**config.mk**
```make
export PLATFORM = sky130hd
export DESIGN_NAME = i2c_cmd_arbiter
export DESIGN_NICKNAME = d
export VERILOG_FILES = /design/src/rtl/i2c_arb_pkg.sv /design/src/rtl/i2c_rr_arbiter.sv /design/src/rtl/i2c_cmd_arbiter.sv
export SDC_FILE = /design/constraint.sdc
export NUM_CORES = 1
export LEC_CHECK = 0
export ABC_AREA = 1
export CORE_ASPECT_RATIO = 0.9
export CORE_MARGIN = 2
export CORE_UTILIZATION = 47
export DETAILED_ROUTE_END_ITERATION = 7
export HOLD_SLACK_MARGIN = 0.08
export PLACE_DENSITY_LB_ADDON = 0.12
export SYNTH_ARGS = -nofsm -noshare
export SYNTH_HDL_FRONTEND = slang
export SYNTH_SLANG_ARGS = --single-unit
```
**constraint.sdc**
```tcl
create_clock -name clk -period 4.8 [get_ports clk]
set_input_delay 0.72 -clock clk [delete_from_list [all_inputs] [get_ports clk]]
set_output_delay 0.72 -clock clk [all_outputs]
set_load 0.005 [all_outputs]
```
**src/rtl/i2c_arb_pkg.sv**
```systemverilog
// Shared types and field widths for the I2C command arbiter.
package i2c_arb_pkg;

  localparam int unsigned DEV_ADDR_W = 7;
  localparam int unsigned REG_ADDR_W = 8;
  localparam int unsigned LEN_W      = 8;

  typedef enum logic [1:0] {
    StIdle,
    StIssue,
    StWait,
    StResp
  } arb_state_e;

endpackage

```
**src/rtl/i2c_rr_arbiter.sv**
```systemverilog
// Round-robin requester pick; the search starts at ptr and ptr moves past each accepted grant.
module i2c_rr_arbiter #(
  parameter int unsigned N_REQ = 4,
  localparam int unsigned IdxW = $clog2(N_REQ)
) (
  input  logic             clk,
  input  logic             rst,
  input  logic [N_REQ-1:0] req,
  input  logic             accept,
  output logic [N_REQ-1:0] grant,
  output logic [IdxW-1:0]  grant_idx
);

  localparam int unsigned CandW = IdxW + 1;

  logic [IdxW-1:0]  ptr_q, ptr_d;
  logic [CandW-1:0] cand;
  logic             found;

  always_comb begin
    grant     = '0;
    grant_idx = '0;
    found     = 1'b0;
    cand      = '0;
    for (int unsigned i = 0; i < N_REQ; i++) begin
      cand = {1'b0, ptr_q} + CandW'(i);
      if (cand >= CandW'(N_REQ)) begin
        cand = cand - CandW'(N_REQ);
      end
      if (!found && req[cand[IdxW-1:0]]) begin
        found     = 1'b1;
        grant_idx = cand[IdxW-1:0];
      end
    end
    if (found) begin
      grant = N_REQ'(1) << grant_idx;
    end
  end

  always_comb begin
    ptr_d = ptr_q;
    if (accept) begin
      ptr_d = (grant_idx == IdxW'(N_REQ - 1)) ? '0 : grant_idx + 1'b1;
    end
  end

  always_ff @(posedge clk) begin
    if (rst) begin
      ptr_q <= '0;
    end else begin
      ptr_q <= ptr_d;
    end
  end

endmodule

```
**src/rtl/i2c_cmd_arbiter.sv**
```systemverilog
// Arbitrates N_REQ command requesters onto one I2C master and routes the completion
// status back to the owning requester.
module i2c_cmd_arbiter
  import i2c_arb_pkg::*;
#(
  parameter int unsigned N_REQ          = 4,
  parameter int unsigned TIMEOUT_CYCLES = 65535
) (
  input  logic                        clk,
  input  logic                        rst,
  input  logic [N_REQ-1:0]            req_valid,
  output logic [N_REQ-1:0]            req_ready,
  input  logic [N_REQ-1:0]            req_rw,
  input  logic [DEV_ADDR_W*N_REQ-1:0] req_dev_addr,
  input  logic [REG_ADDR_W*N_REQ-1:0] req_reg_addr,
  input  logic [LEN_W*N_REQ-1:0]      req_len,
  output logic                        m_valid_cmd,
  output logic                        m_rw,
  output logic [DEV_ADDR_W-1:0]       m_dev_addr,
  output logic [REG_ADDR_W-1:0]       m_reg_addr,
  output logic [LEN_W-1:0]            m_len,
  input  logic                        m_done,
  input  logic                        m_error,
  output logic [N_REQ-1:0]            rsp_valid,
  output logic                        rsp_error,
  output logic                        rsp_timeout,
  output logic                        busy
);

  localparam int unsigned IdxW = $clog2(N_REQ);
  localparam int unsigned CntW = $clog2(TIMEOUT_CYCLES + 1);

  arb_state_e            state_q, state_d;
  logic [CntW-1:0]       cnt_q, cnt_d;
  logic [IdxW-1:0]       owner_q, owner_d;
  logic                  err_q, err_d;
  logic                  to_q, to_d;
  logic                  rw_q, rw_d;
  logic [DEV_ADDR_W-1:0] dev_q, dev_d;
  logic [REG_ADDR_W-1:0] reg_q, reg_d;
  logic [LEN_W-1:0]      len_q, len_d;

  logic                  accept;
  logic [N_REQ-1:0]      grant;
  logic [IdxW-1:0]       grant_idx;

  assign accept = (state_q == StIdle) && (|req_valid) && !rst;

  i2c_rr_arbiter #(
    .N_REQ(N_REQ)
  ) u_rr (
    .clk      (clk),
    .rst      (rst),
    .req      (req_valid),
    .accept   (accept),
    .grant    (grant),
    .grant_idx(grant_idx)
  );

  always_comb begin
    state_d     = state_q;
    cnt_d       = cnt_q;
    owner_d     = owner_q;
    err_d       = err_q;
    to_d        = to_q;
    rw_d        = rw_q;
    dev_d       = dev_q;
    reg_d       = reg_q;
    len_d       = len_q;
    m_valid_cmd = 1'b0;
    unique case (state_q)
      StIdle: begin
        if (accept) begin
          owner_d = grant_idx;
          rw_d    = req_rw[grant_idx];
          dev_d   = req_dev_addr[grant_idx*DEV_ADDR_W +: DEV_ADDR_W];
          reg_d   = req_reg_addr[grant_idx*REG_ADDR_W +: REG_ADDR_W];
          len_d   = req_len[grant_idx*LEN_W +: LEN_W];
          state_d = StIssue;
        end
      end
      StIssue: begin
        cnt_d = '0;
        to_d  = 1'b0;
        if (len_q != '0) begin
          m_valid_cmd = !rst;
          state_d     = StWait;
        end else begin
          // A zero-length command is rejected without touching the bus.
          err_d   = 1'b1;
          state_d = StResp;
        end
      end
      StWait: begin
        cnt_d = cnt_q + 1'b1;
        if (m_error) begin
          err_d   = 1'b1;
          state_d = StResp;
        end else if (m_done) begin
          err_d   = 1'b0;
          state_d = StResp;
        end else if (cnt_q == CntW'(TIMEOUT_CYCLES - 1)) begin
          err_d   = 1'b1;
          to_d    = 1'b1;
          state_d = StResp;
        end
      end
      StResp: begin
        state_d = StIdle;
      end
      default: begin
        state_d = StIdle;
      end
    endcase
  end

  always_ff @(posedge clk) begin
    if (rst) begin
      state_q <= StIdle;
      cnt_q   <= '0;
      owner_q <= '0;
      err_q   <= 1'b0;
      to_q    <= 1'b0;
      rw_q    <= 1'b0;
      dev_q   <= '0;
      reg_q   <= '0;
      len_q   <= '0;
    end else begin
      state_q <= state_d;
      cnt_q   <= cnt_d;
      owner_q <= owner_d;
      err_q   <= err_d;
      to_q    <= to_d;
      rw_q    <= rw_d;
      dev_q   <= dev_d;
      reg_q   <= reg_d;
      len_q   <= len_d;
    end
  end

  assign req_ready   = accept ? grant : '0;
  assign m_rw        = rw_q;
  assign m_dev_addr  = dev_q;
  assign m_reg_addr  = reg_q;
  assign m_len       = len_q;
  assign rsp_valid   = (state_q == StResp && !rst) ? (N_REQ'(1) << owner_q) : '0;
  assign rsp_error   = (state_q == StResp) && err_q;
  assign rsp_timeout = (state_q == StResp) && to_q;
  assign busy        = (state_q != StIdle);

endmodule

```
After elaboration in Yosys (flattened, before gate mapping). Cells that the tools add are included.

Input port bits: 104. Output and inout port bits: 36. Register bits after elaboration: 48. Logic and storage cells: 109.

Shifts and indexed selects: 5. Mux-type cells: 43. Add/subtract/negate cells: 9. $mul: 1. Order comparisons: 9. Reductions and logical operators: 21. Equality and inequality tests: 11.

Operators by type and width (number): 32-bit by 6-bit variable part select with 8-bit output (2); 16-bit case mux with 2 select lines (1); 28-bit by 6-bit variable part select with 7-bit output (1); 2-bit two-way mux (13); 1-bit two-way mux (18); 16-bit by 1-bit adder with 16-bit output (second input constant) (1); 16-bit equality test (second input constant) (1); 2-bit by 3-bit less-than comparator with 1-bit output (second input constant) (5); 4-bit two-way mux (3); 1-bit binary-select mux with 2-bit select (5); 2-bit inequality test (second input constant) (5); 3-bit >= comparator (second input constant) (3); 1-bit logical AND (8); 2-bit case mux with 4 select lines (1); 8-bit nonzero test (1); 1-bit by 2-bit << shifter with 4-bit output (first input constant) (2); 2-bit by 1-bit subtractor with 2-bit output (second input constant) (4); 2-bit by 2-bit adder with 3-bit output (second input constant) (2); 2-bit equality test (second input constant) (3); 2-bit by 3-bit multiplier with 5-bit output (second input constant) (1); 1-bit zero test (4); 4-bit inequality test (second input constant) (1); 1-bit case mux with 2 select lines (2); 2-bit AND reduction (2); 9 further kinds (10).

Depth between registers and ports, before layout.
Depth in word-level cells: 17. Mapped depth: 16. Mapped depth without buffers: 14.

Modules after synthesis. A second synthesis with hierarchy kept.

Cells, all modules: 519. Area, all modules: 3260.6 µm².

By module, submodules not included: i2c_cmd_arbiter (seq. area each 920.9 µm², cells an instance 438, area each 2787.7 µm², instances 1); i2c_rr_arbiter (seq. area each 40.0 µm², cells an instance 81, area each 473.0 µm², instances 1).

Worst setup path after synthesis. OpenSTA, ideal clock, no wires.

Kind: input-to-output. Start: in req_valid[2]. End: out req_ready[3]. Cell stages on the path: 13. Arrival: 1912 ps. Buffers on the path: 1. Data required time: 4080 ps. Setup slack: 2168 ps. Cell sequence: inv_1 -> nand2_1 -> nand2_1 -> nand2_1 -> nand2_2 -> nand2_2 -> nand3_4 -> nand3_4 -> inv_2 -> buf_4 -> ha_1 -> inv_1 -> nor2_1.

Longest elaborated chain between the ends: 15. Elaborated cells on any way between the ends: 28. Classes of those cells: shift (1); mux (18); reduce/logical (9).

Ends and longest elaborated chain: start, declared (line i2c_cmd_arbiter.sv:11) `input logic [N_REQ-1:0] req_valid,`; 1-bit binary-select mux with 2-bit select (line i2c_rr_arbiter.sv:30) `if (!found && req[cand[IdxW-1:0]]) begin`; 1-bit two-way mux (not written as such) (line i2c_rr_arbiter.sv:30); 1-bit two-way mux (line i2c_rr_arbiter.sv:30); 1-bit zero test (line i2c_rr_arbiter.sv:30); 1-bit logical AND (line i2c_rr_arbiter.sv:30); 1-bit two-way mux (line i2c_rr_arbiter.sv:30); 1-bit zero test (line i2c_rr_arbiter.sv:30); 1-bit logical AND (line i2c_rr_arbiter.sv:30); 1-bit two-way mux (line i2c_rr_arbiter.sv:30); 1-bit zero test (line i2c_rr_arbiter.sv:30); 1-bit logical AND (line i2c_rr_arbiter.sv:30); 2-bit two-way mux (line i2c_rr_arbiter.sv:30); 1-bit by 2-bit << shifter with 4-bit output (line i2c_rr_arbiter.sv:36) `grant = N_REQ'(1) << grant_idx;`; 4-bit two-way mux (line i2c_rr_arbiter.sv:35) `if (found) begin`; 4-bit two-way mux (*) (line i2c_cmd_arbiter.sv:141) `assign req_ready = accept ? grant : '0;`; end, declared (line i2c_cmd_arbiter.sv:12) `output logic [N_REQ-1:0] req_ready,`.

Mark *: on every way between the ends. The rest lies on a longest branch, timed or not. The select of a mux whose other input is x is not followed.

Worst setup path after layout.
Start: in req_valid[3]. End: out req_ready[0].

The elaborated chain is that of the path after synthesis.

==> metrics.json <==
{
  "tns_setup_ps": 0,
  "layout_min_cycle_time_ps": 4250,
  "synth_seq_cells": 48,
  "postSynthNetCount": 667,
  "placed_wire_length_estimate_after_detailed_placement_um": 8640,
  "placed_cell_area_um2": 4730,
  "maximum_number_of_pins_on_one_net_before_global_route_repair": 50,
  "clkLatencyLatePin_ps": 310,
  "drt_pre_antenna_iters": 5,
  "ir_drop_mv": 0.316,
  "cp-start-kind": "input pin",
  "worst_slack_ps": 547,
  "numPortBuffers": 139,
  "finalSetupViolations": 0,
  "drt-total-wl_um": 11200,
  "mostFrequentLayoutCell": "nand2_1",
  "n_fill_cell": 615,
  "footprint_of_the_flip_flops_and_latches_um2": 961,
  "place.detailed.instances": 763,
  "timing.max_cap.violations": 0,
  "final-instance-count-excl-fill": 771,
  "netlist-cell-type-count": 34,
  "grt_pass1_vias": 3961,
  "clock-skew-final_ps": 16.5,
  "floorplan.io_pins": 140,
  "achievable-frequency_mhz": 235,
  "worstHoldPathType": "flip-flop to flip-flop",
  "fin_crit_sh_pct": 88.6,
  "core_area_um2": 6970,
  "leakage_nw": 2.30,
  "report.final.slew_viol_count": 0,
  "tritoncts.num_buffers": 5,
  "drc": 0,
  "area.growth.synth_to_final_pct": 45.1,
  "cp.arrival_ps": 3530,
  "critical_path.reg2reg.startpoint": "u_rr.ptr_q[0]",
  "multi_input_comb_area_um2": 1880,
  "global_route.usage.met1_pct": 36.6,
  "start_util_pct": 48.0,
  "final_nets": 789,
  "final_layout_size_suffix_gt1_share_pct": 3.69,
  "globalplace.congestion": 0.924,
  "antenna_found_initial": 0,
  "grt_usage_pct": 29.4,
  "fin_area_um2": 4850,
  "worst-path-max-fanout": 49,
  "wire_per_inst_um": 14.5,
  "hold_violations": 0,
  "busiest_layer": "met2",
  "antennaDiodeCount": 0,
  "ys_warn_count": 0,
  "hold_path.startpoint": "cnt_q[15]",
  "critical_path.reg2reg.endpoint": "m_reg_addr[0]",
  "die_x_um": 92.9,
  "cts_setup_buffers": 0,
  "postCtsHoldBufs": 0,
  "min_delay_worst_endpoint": "cnt_q[15]",
  "cts.reportedPaths.clkPinSlew_ps": 90,
  "timing.critical_path.required_ps": 4080,
  "setup.reg_to_reg.worst_slack_ps": 1950,
  "drt-vias-per-instance": 5.36,
  "grt_first_pass_wirelength_um": 18600,
  "globalRouteOverflowTotal": 0,
  "post_cts_repair_resize_count": 0,
  "per_instance_average_area_after_synthesis_um2": 6.02,
  "tritoncts_num_sinks": 48,
  "grt_setup_unrepaired": "no",
  "final_cell_mix": "nand2_1, clkdlybuf4s50_1, inv_1",
  "met3_usage_pct": 4.52,
  "critPathCaptureType": "primary output",
  "tightestPinTransition_ps": 712,
  "synth_seq_area_share_pct": 28.8,
  "outcome": "finished, final reports clean",
  "routed-via-count": 4132,
  "globalRouteMet2Util_pct": 51.1,
  "netlist_area_um2": 3340,
  "cts.path.max_buffers": 2,
  "timing.max_slew.rel_slack_pct": 52.5,
  "worst_hold_path.num_cells": 1,
  "final_antenna_net_count": 0,
  "dieArea_um2": 7800,
  "core.rowCount": 29,
  "detailedRoute.firstIterationViolations": 213,
  "pre_cts_slack_ps": 661,
  "number_of_h_tree_levels": 2,
  "powerDensity_nw_per_um2": 547,
  "cts_tree": "done",
  "clock_tree_root_driver_cell": "clkbuf_8",
  "worst-setup-path-type": "input pin to primary output",
  "die_height_um": 84.0,
  "synthesis.instances": 555,
  "rr_worst_depth": 14
}
## where the power goes
part | leakage (nW) | total [mW] | switching [mW] | internal [mW]
registers | 0.395 | 0.613 | 0.0956 | 0.518
clock network | 0.0614 | 0.311 | 0.141 | 0.171
logic | 1.85 | 1.73 | 1.06 | 0.670
total | 2.30 | 2.65 | 1.30 | 1.36
## per-layer routing
| layer | vias up | part of all wire [%] |
|---|---|---|
| met5 | - | 0 |
| met1 | 1830 | 41 |
| met3 | 43 | 8.5 |
| met4 | 0 | 4.3 |
| li1 | 2038 | - |
| met2 | 221 | 47 |
## worst max-delay path by stage
stage | startpoint | to | slack, ps | depth (start not counted)
floorplan | req_valid[2] | req_ready[3] | 2170 | 13
detailed placement | req_valid[3] | req_ready[0] | 660 | 13
global placement | req_valid[3] | req_ready[0] | 780 | 13
finish | req_valid[3] | req_ready[0] | 550 | 13
global route | req_valid[2] | req_ready[0] | 330 | 13
CTS | req_valid[3] | req_ready[0] | 650 | 13
## Yosys cell counts (all sizes together)
library cell  instances  share of area, %
nand2               174                20
inv                  92                10
nand3                81                13
dfxtp                48                29
nand4                42               8.0
nor2                 25               2.9
buf                  19               3.5
a21oi                17               2.5
o21ai                17               2.5
nor3                 10               1.5
clkbuf                9               1.0
ha                    8               3.0
a211oi                3              0.67
and3                  2              0.37
a21boi                1              0.22
a31oi                 1              0.19
nor4                  1              0.19
o211ai                1              0.22
o21a                  1              0.22
o21bai                1              0.22
o22ai                 1              0.19
xnor2                 1              0.26
## cell type report
cell class	instances	area share (%)
sequential	48	19.8
clock inverter	2	0.800
clock buffer	6	1.70
tap	93	2.40
timing repair buffer	143	29.3
inverter	92	7.17
multi-input combinational	387	38.8
## registers in the layout, summed over array words and instances, names as in the netlist
| name | cells |
|---|---|
| cnt_q | 16 |
| m_len | 8 |
| m_reg_addr | 8 |
| m_dev_addr | 7 |
| owner_q | 2 |
| state_q | 2 |
| u_rr.ptr_q | 2 |
| err_q | 1 |
| m_rw | 1 |
| to_q | 1 |
## critical path, stage by stage
cell,delay [ps]
clkdlybuf4s50_1,480
inv_1,80
nand2_1,80
nand2_1,90
nand2_1,130
nand2_2,90
nand2_2,120
nand3_4,340
nand3_4,230
buf_4,420
nand2_1,110
nor2_1,100
clkdlybuf4s50_1,520
## per-stage QoR
stage	utilization [%]	hold slack (ps)	total power [mW]
finish	69.6	459	2.65
global route	69.6	477	2.90
CTS	69.6	460	2.64
detailed placement	67.9	442	2.31
global placement	67.9	439	2.26
floorplan	-	427	1.82
## cells by family (layout without fill, tap and decap cells)
kind of cell / Yosys count / in the layout / share of synthesized area, %
compound gates: 43 / 43 / 7.04
xor+xnor: 1 / 1 / 0.262
fa+ha+maj: 8 / 8 / 3.00
buf+inv: 120 / 243 / 14.9
flops: 48 / 48 / 28.8
simple gates: 335 / 335 / 46.0
(Power assumes the default switching activity.)
